<file path="src/rtl/uart_pkg.sv">
// Shared UART definitions: oversampling constants, default divider and the
// receiver state encoding.
package uart_pkg;

  localparam int OVERSAMPLE           = 4;
  localparam int START_SAMPLE_QTICKS  = 2;
  localparam int DEFAULT_CLOCK_DIVIDE = 271;

  localparam logic [2:0] ST_IDLE      = 3'd0;
  localparam logic [2:0] ST_START     = 3'd1;
  localparam logic [2:0] ST_DATA      = 3'd2;
  localparam logic [2:0] ST_STOP      = 3'd3;
  localparam logic [2:0] ST_WAIT_HIGH = 3'd4;

  typedef enum logic [2:0] {
    RX_IDLE      = ST_IDLE,
    RX_START     = ST_START,
    RX_DATA      = ST_DATA,
    RX_STOP      = ST_STOP,
    RX_WAIT_HIGH = ST_WAIT_HIGH
  } rx_state_e;

endpackage

</file>
<file path="src/rtl/uart_baud_tick.sv">
// Clearable divider producing a one-clock qtick every CLOCK_DIVIDE clocks
// (one quarter bit period); shared by the UART receiver and transmitter.
module uart_baud_tick
  import uart_pkg::*;
#(
  parameter int CLOCK_DIVIDE = DEFAULT_CLOCK_DIVIDE
) (
  input  logic clk,
  input  logic resetn,
  input  logic clear,
  output logic qtick
);

  localparam int CW = (CLOCK_DIVIDE > 1) ? $clog2(CLOCK_DIVIDE) : 1;
  localparam logic [CW-1:0] LAST = CW'(CLOCK_DIVIDE - 1);

  logic [CW-1:0] count_q, count_d;

  // A clear restarts the count at zero so the first qtick lands CLOCK_DIVIDE clocks later.
  always_comb begin
    qtick   = (count_q == LAST);
    count_d = count_q + 1'b1;
    if (clear || qtick) begin
      count_d = '0;
    end
  end

  always_ff @(posedge clk or negedge resetn) begin
    if (!resetn) begin
      count_q <= '0;
    end else begin
      count_q <= count_d;
    end
  end

endmodule

</file>
<file path="src/rtl/uart_rx.sv">
// 8N1 UART receiver with 4x oversampling; pushes good bytes into the RX FIFO
// and flags framing errors and overruns.
module uart_rx
  import uart_pkg::*;
#(
  parameter int CLOCK_DIVIDE = DEFAULT_CLOCK_DIVIDE,
  parameter int DATA_BITS    = 8
) (
  input  logic                 clk,
  input  logic                 resetn,
  input  logic                 rx,
  input  logic                 rx_fifo_full,
  output logic [DATA_BITS-1:0] rx_byte,
  output logic                 rx_push,
  output logic                 frame_err,
  output logic                 overrun,
  output logic                 busy
);

  localparam int QW = $clog2(OVERSAMPLE);
  localparam int BW = $clog2(DATA_BITS);
  localparam logic [QW-1:0] START_LAST = QW'(START_SAMPLE_QTICKS - 1);
  localparam logic [QW-1:0] BIT_LAST   = QW'(OVERSAMPLE - 1);
  localparam logic [BW-1:0] LAST_BIT   = BW'(DATA_BITS - 1);

  rx_state_e            state_q, state_d;
  logic [1:0]           sync_q, sync_d;
  logic [QW-1:0]        qcount_q, qcount_d;
  logic [BW-1:0]        bit_idx_q, bit_idx_d;
  logic [DATA_BITS-1:0] shift_q, shift_d;
  logic [DATA_BITS-1:0] rx_byte_q, rx_byte_d;
  logic                 push_q, push_d;
  logic                 ferr_q, ferr_d;
  logic                 ovr_q, ovr_d;
  logic                 busy_q, busy_d;
  logic                 rx_s;
  logic                 qtick;
  logic                 div_clear;

  uart_baud_tick #(
    .CLOCK_DIVIDE(CLOCK_DIVIDE)
  ) u_baud_tick (
    .clk   (clk),
    .resetn(resetn),
    .clear (div_clear),
    .qtick (qtick)
  );

  assign rx_s = sync_q[1];

  always_comb begin
    sync_d    = {sync_q[0], rx};
    state_d   = state_q;
    qcount_d  = qcount_q;
    bit_idx_d = bit_idx_q;
    shift_d   = shift_q;
    rx_byte_d = rx_byte_q;
    push_d    = 1'b0;
    ferr_d    = 1'b0;
    ovr_d     = 1'b0;
    busy_d    = busy_q;
    div_clear = 1'b0;

    case (state_q)
      RX_IDLE: begin
        if (!rx_s) begin
          state_d   = RX_START;
          qcount_d  = '0;
          div_clear = 1'b1;
          busy_d    = 1'b1;
        end
      end

      // Mid start bit: a line that has already gone high again was a glitch.
      RX_START: begin
        if (qtick) begin
          if (qcount_q == START_LAST) begin
            qcount_d = '0;
            if (!rx_s) begin
              state_d   = RX_DATA;
              bit_idx_d = '0;
            end else begin
              state_d = RX_IDLE;
              busy_d  = 1'b0;
            end
          end else begin
            qcount_d = qcount_q + 1'b1;
          end
        end
      end

      RX_DATA: begin
        if (qtick) begin
          if (qcount_q == BIT_LAST) begin
            qcount_d = '0;
            shift_d  = {rx_s, shift_q[DATA_BITS-1:1]};
            if (bit_idx_q == LAST_BIT) begin
              state_d = RX_STOP;
            end else begin
              bit_idx_d = bit_idx_q + 1'b1;
            end
          end else begin
            qcount_d = qcount_q + 1'b1;
          end
        end
      end

      // Leaving at mid stop bit leaves half a bit to catch a back-to-back start edge.
      RX_STOP: begin
        if (qtick) begin
          if (qcount_q == BIT_LAST) begin
            qcount_d = '0;
            if (rx_s) begin
              state_d = RX_IDLE;
              busy_d  = 1'b0;
              if (rx_fifo_full) begin
                ovr_d = 1'b1;
              end else begin
                push_d    = 1'b1;
                rx_byte_d = shift_q;
              end
            end else begin
              ferr_d  = 1'b1;
              state_d = RX_WAIT_HIGH;
            end
          end else begin
            qcount_d = qcount_q + 1'b1;
          end
        end
      end

      RX_WAIT_HIGH: begin
        if (rx_s) begin
          state_d = RX_IDLE;
          busy_d  = 1'b0;
        end
      end

      default: begin
        state_d = RX_IDLE;
        busy_d  = 1'b0;
      end
    endcase
  end

  always_ff @(posedge clk or negedge resetn) begin
    if (!resetn) begin
      sync_q    <= 2'b11;
      state_q   <= RX_IDLE;
      qcount_q  <= '0;
      bit_idx_q <= '0;
      shift_q   <= '0;
      rx_byte_q <= '0;
      push_q    <= 1'b0;
      ferr_q    <= 1'b0;
      ovr_q     <= 1'b0;
      busy_q    <= 1'b0;
    end else begin
      sync_q    <= sync_d;
      state_q   <= state_d;
      qcount_q  <= qcount_d;
      bit_idx_q <= bit_idx_d;
      shift_q   <= shift_d;
      rx_byte_q <= rx_byte_d;
      push_q    <= push_d;
      ferr_q    <= ferr_d;
      ovr_q     <= ovr_d;
      busy_q    <= busy_d;
    end
  end

  assign rx_byte   = rx_byte_q;
  assign rx_push   = push_q;
  assign frame_err = ferr_q;
  assign overrun   = ovr_q;
  assign busy      = busy_q;

endmodule

</file>
<file path="config.mk">
export PLATFORM = sky130hd
export DESIGN_NAME = uart_rx
export DESIGN_NICKNAME = d
export VERILOG_FILES = /design/src/rtl/uart_pkg.sv /design/src/rtl/uart_baud_tick.sv /design/src/rtl/uart_rx.sv
export SDC_FILE = /design/constraint.sdc
export NUM_CORES = 1
export LEC_CHECK = 0
export ABC_AREA = 1
export BUFFER_PORTS_ARGS = -buffer_cell sky130_fd_sc_hd__buf_2
export CORE_UTILIZATION = 30
export DETAILED_ROUTE_END_ITERATION = 10
export PLACE_DENSITY = 0.49
export SYNTH_ARGS = -nofsm -noshare
export SYNTH_HDL_FRONTEND = slang
export SYNTH_SLANG_ARGS = --single-unit
</file>
<file path="constraint.sdc">
create_clock -name clk -period 1.5 [get_ports clk]
set_input_delay 0.075 -clock clk [delete_from_list [all_inputs] [get_ports clk]]
set_output_delay 0.075 -clock clk [all_outputs]
set_load 0.02 [all_outputs]
</file>
* Word-level counts from Yosys, hierarchy flattened
Index checks and enable logic that the tools add are counted.
** Word-level totals
- Word-level logic and storage cells :: 95
- Register bits :: 39
- Input port bits :: 4
- Output and inout bits :: 12
** Cells by class
- Muxes and demuxes :: 48
- Add/sub/neg operators :: 3
- Bitwise logic cells :: 2
- Eq/ne operators :: 20
- Reductions and logical operators :: 11
** Operator list (number)
- $mux 3 :: 16
- $ne 2x2->1 const B :: 11
- $mux 1 :: 21
- $pmux 3 s5 :: 1
- $mux 2 :: 6
- $add 9x1->9 const B :: 1
- $eq 9x9->1 const B :: 1
- $mux 9 :: 1
- $reduce_and 9->1 :: 1
- $reduce_and 7->1 :: 1
- $eq 3x2->1 const B :: 2
- $eq 3x3->1 const B :: 2
- $pmux 2 s3 :: 1
- $pmux 3 s2 :: 1
- $reduce_and 6->1 :: 1
- $pmux 1 s5 :: 1
- $reduce_and 5->1 :: 1
- $reduce_and 4->1 :: 1
- $add 3x1->3 const B :: 1
- $eq 3x1->1 const B :: 1
- $logic_not 3->1 :: 1
- $reduce_and 3->1 :: 1
- $reduce_bool 3->1 :: 1
- $add 2x1->2 const B :: 1
- other kinds (7) :: 8

* Logic depth before layout (Yosys ltp)
- Depth after elaboration :: 5
- Mapped depth :: 10
- Depth with buffers taken out :: 10

* Modules after synthesis
A second synthesis with hierarchy kept.
** Unflattened totals
- Cell total of the unflattened synthesis :: 240
- Area, all modules :: 2070.7 um^2
** Modules (own cells, without submodules)
- uart_rx :: cells an instance 169, seq. area each 753.2 um^2, area each 1555.2 um^2, times used 1
- uart_baud_tick :: cells an instance 71, seq. area each 225.2 um^2, area each 515.5 um^2, times used 1

* Worst setup path before layout
OpenSTA, ideal clock, no wires.
- Kind :: register to register
- Start point :: register u_baud_tick.count_q[0]
- End point :: register shift_q[7]
- Period minus slack after synthesis :: 1.414 ns
- Stages on the path, launching flop included :: 11
- Setup slack :: 0.086 ns
- Library setup time :: 0.124 ns
- Arrival :: 1.290 ns
- Path buffers :: 1
- Required time :: 1.376 ns
- Cell sequence :: dfrtp_1 > inv_1 > ha_1 > nand2_1 > nor2_2 > nand2_4 > nor2_8 > nand2_4 > buf_6 > nand2_1 > o21ai_2
** Between the ends
- Cells in the longest elaborated chain, start to end :: 2
** RTL lines
- from (decl) :: line uart_baud_tick.sv:17 : logic [CW-1:0] count_q, count_d;
- from (signal assigned) :: line uart_baud_tick.sv:32 : count_q <= count_d;
- $eq 9x9->1 :: line uart_baud_tick.sv:21 : qtick = (count_q == LAST);
- $reduce_and 3->1 (no line)
- to (signal assigned) :: line uart_rx.sv:163 : shift_q <= shift_d;
- to (decl) :: line uart_rx.sv:30 : logic [DATA_BITS-1:0] shift_q, shift_d;
No other way between the ends.
A chain may end at the register's enable or synchronous reset.

* Final worst setup path
- Start point :: register u_baud_tick.count_q[0]
- End point :: register shift_q[6]
Same word-level chain as after synthesis.

==> impl_metrics.env <==
export IMPL_min_period_over_period_pct=103
export IMPL_vias_per_cell=4.48
export IMPL_synth_edf_count=0
export IMPL_max_slew_margin_rel_pct=68.4
export IMPL_cts_tree="yes"
export IMPL_core_rowCount=29
export IMPL_critical_path_class="reg -> reg"
export IMPL_start_util_pct=31.2
export IMPL_route_detailed_drc=0
export IMPL_fin_area_mm2=0.00265
export IMPL_synth_seq_cells=39
export IMPL_synth_distinct_cells=31
export IMPL_crit_top_cell="nor2_4"
export IMPL_synth_top_area_share_pct=46.5
export IMPL_sw_frac_of_total_pct=23.3
export IMPL_place_ws_ns=-0.0414
export IMPL_die_area_mm2=0.00697
export IMPL_critPathRequiredTime_ns=1.68
export IMPL_fillers=646
export IMPL_p_int_mw=1.40
export IMPL_num_vias=1599
export IMPL_pwr_share_clk_pct=39.1
export IMPL_synth_area_top_cells="dfrtp_1 (46%), nand2_1 (11%), nor2_1 (4.9%)"
export IMPL_yosys_top_cells_count="nand2_1 (60), dfrtp_1 (37), nor2_1 (26), inv_1 (24), nand3_1 (14)"
export IMPL_area_growth_pct=33.0
export IMPL_cts_buffers=5
export IMPL_ant_nets=0
export IMPL_run_status="complete, but fails checks"
export IMPL_layout_cells_non_filler=357
export IMPL_hold_ws_ns=0.0728
export IMPL_cts_sinks=39
export IMPL_syn_inst=232
export IMPL_setup_ws_ns=-0.0383
export IMPL_ir_drop_v=0.000428
export IMPL_worst_pin_slew_ns=0.474
export IMPL_cap_viol_max_count=0
export IMPL_power_frac_comb_pct=2.9
export IMPL_rsz0062_at_grt="true"
export IMPL_dp_cells=339
export IMPL_coreArea_mm2=0.00639
export IMPL_drive_above_1_share_pct=40.0
export IMPL_clk_pin_slew_worst_paths_ns=0.08
export IMPL_grt_first_pass_wirelength_um=7170
export IMPL_antenna_found_initial=0
export IMPL_die_h_um=83.5
export IMPL_place_congestion=0.828
export IMPL_syn_nets=243
export IMPL_timing_final_max_slew_violations=0
export IMPL_start_kind="register"
export IMPL_crit_slowest_cell="dfrtp_1"
export IMPL_post_dp_cell_area_mm2=0.00229
export IMPL_p_switching_mw=0.425
export IMPL_nets=290
export IMPL_synth_area_mm2=0.00199
export IMPL_slowest_delay_ns=0.38
export IMPL_cts_root_buf="clkbuf_8"
export IMPL_worstPathArrival_ns=1.72
export IMPL_p_leak_nw=1.36
export IMPL_io_buffers=15
export IMPL_wl_per_cell_um=12.1
export IMPL_fin_crit_ns=1.54
export IMPL_async_reset_ff_share_pct=100
export IMPL_ios=16
export IMPL_fin_worst_skew_ns=0.0103
export IMPL_firstDrtPassIters=4
export IMPL_critPathMaxFanout=8
export IMPL_hold_viol_final=0
export IMPL_synth_largest_area_cell="dfrtp_1"
export IMPL_seq_area_frac_synth_pct=49.1
export IMPL_violations="negative setup slack"
export IMPL_grt_pass1_vias=1495
export IMPL_yosys_warnings=0
export IMPL_sequentialPowerShare_pct=58.0
export IMPL_power_density_mw_per_mm2=688
export IMPL_cts_buffer_depth=2
export IMPL_setup_viol=19
export IMPL_num_antenna_cells=0
export IMPL_finalPower_mw=1.82
export IMPL_h_tree_depth=2
export IMPL_clk_latency_ns=0.29
export IMPL_die_w_um=83.5
export IMPL_synthMostInstantiatedCell="nand2_1"
export IMPL_grt_ovfl_total=0
export IMPL_grt_usage_pct=12.7
export IMPL_hp_class="in -> reg"
export IMPL_avgSynthCellArea_um2=8.59
export IMPL_synthFlopType="dfrtp_1"
export IMPL_place_hpwl_um=2990
export IMPL_cp_end_kind="register"
export IMPL_grt_max_degree=21
export IMPL_dr_first_iter_drc_count=62
export IMPL_max_freq_mhz=650
export IMPL_routed_wl_um=4310
export IMPL_path_cells="inv_1 > ha_2 > nand2_2 > nor2_4 > nand2_4 > nor2_8 > buf_12 > nand2_8 > nor2_4 > a21oi_2"
-- final cells by class --
| cell class | count | area (um^2) | area share [%] |
|---|---|---|---|
| tap | 77 | 96.3 | 3.63 |
| clock buffer | 5 | 68.8 | 2.60 |
| inverter | 28 | 105 | 3.96 |
| sequential | 39 | 981 | 37.0 |
| clock inverter | 3 | 20.0 | 0.755 |
| timing repair buffer | 42 | 332 | 12.5 |
| multi-input combinational | 163 | 1050 | 39.5 |
-- kinds of logic (layout without fill, tap and decap cells) --
kind of cell	Yosys count	after routing	share of synthesized area, %
compound gates	21	21	7.22
buf+inv	31	78	6.47
fa+ha+maj	7	7	4.39
xor+xnor	1	1	0.440
flops	39	39	49.1
simple gates	133	134	32.4
-- worst max-delay path: cells and delay by family, from the launching register on --
kind,cells,cell delay (ns)
AOI/OAI and AO/OA,1,0.03
adders and majority gates,1,0.17
buffers and inverters,2,0.20
DFF,1,0.38
and+or+nand+nor,6,0.65
-- registers in the layout (all words and copies together), names as in the netlist --
name	cells
bit_idx_q	3
busy	1
frame_err	1
overrun	1
qcount_q	2
rx_byte	8
rx_push	1
shift_q	8
state_q	3
sync_q	2
u_baud_tick.count_q	9
-- power groups by stage --
stage / logic, mW / clock network, mW / registers (mW)
after global routing: 0.0601 / 0.793 / 1.06
after global placement: 0.0499 / 0 / 1.08
after detailed placement: 0.0493 / 0 / 1.08
after CTS: 0.0543 / 0.753 / 1.06
final: 0.0526 / 0.713 / 1.06
after floorplan: 0.00723 / 0 / 1.08
-- path summary, 6_finish.rpt --
| kind | startpoint | endpoint | slack (ns) | cells after the start |
|---|---|---|---|---|
| max | u_baud_tick.count_q[0] | shift_q[6] | -0.04 | 10 |
| min | rx_fifo_full | overrun | 0.07 | 3 |
| max reg2reg | u_baud_tick.count_q[0] | shift_q[6] | -0.04 | 10 |
| min reg2reg | sync_q[0] | sync_q[1] | 0.36 | 0 |
| max in group asynchronous | resetn | sync_q[1] | 0.68 | 3 |
| min in group asynchronous | resetn | state_q[1] | 0.26 | 2 |
-- cell usage in the layout, fill, tap and decap left out, types with 2 or more instances in the layout --
master / netlist / routed
a21oi_1: 4 / 3
a21oi_2: 4 / 5
buf_12: 0 / 3
buf_2: 1 / 15
buf_4: 1 / 19
buf_6: 1 / 3
clkbuf_8: 0 / 5
clkinvlp_4: 0 / 2
dfrtp_1: 37 / 35
dfrtp_2: 0 / 2
dfstp_2: 2 / 2
dlygate4sd3_1: 0 / 2
ha_1: 7 / 4
ha_2: 0 / 3
inv_1: 24 / 22
inv_2: 4 / 6
nand2_1: 60 / 45
nand2_2: 4 / 16
nand2_4: 2 / 5
nand3_1: 14 / 12
nand3_2: 1 / 2
nand4_1: 9 / 9
nor2_1: 26 / 21
nor2_2: 6 / 3
nor2_4: 1 / 9
nor3_1: 3 / 3
nor3b_1: 2 / 2
o21ai_0: 6 / 5
o21ai_2: 5 / 5
-- through the flow --
stage | utilization, % | TNS, ns
2_1_floorplan | - | 0
4_1_cts | 37.7 | 0
3_3_place_gp | 35.8 | 0
3_5_place_dp | 35.8 | -0.293
6_report | 41.5 | -0.397
5_1_grt | 41.5 | -2.38
-- timing repair --
item                                    CTS  global route
buffers inserted                          0             7
endpoints found under the setup margin    8            33
hold endpoints to repair                 20             0
hold buffers                              2             0
pin swaps                                 0            12
gates resized for setup                   1            49
gates cloned                              0             1
-- layer usage --
| layer | part of all wire [%] | up-vias | global-route usage [%] |
|---|---|---|---|
| li1 | - | 833 | - |
| met1 | 51 | 740 | 18.3 |
| met2 | 45 | 22 | 19.2 |
| met3 | 3.1 | 4 | 2.77 |
| met4 | 0.88 | 0 | 3.70 |
| met5 | 0 | - | 0 |
No activity file was read; power rests on OpenSTA's default activity.
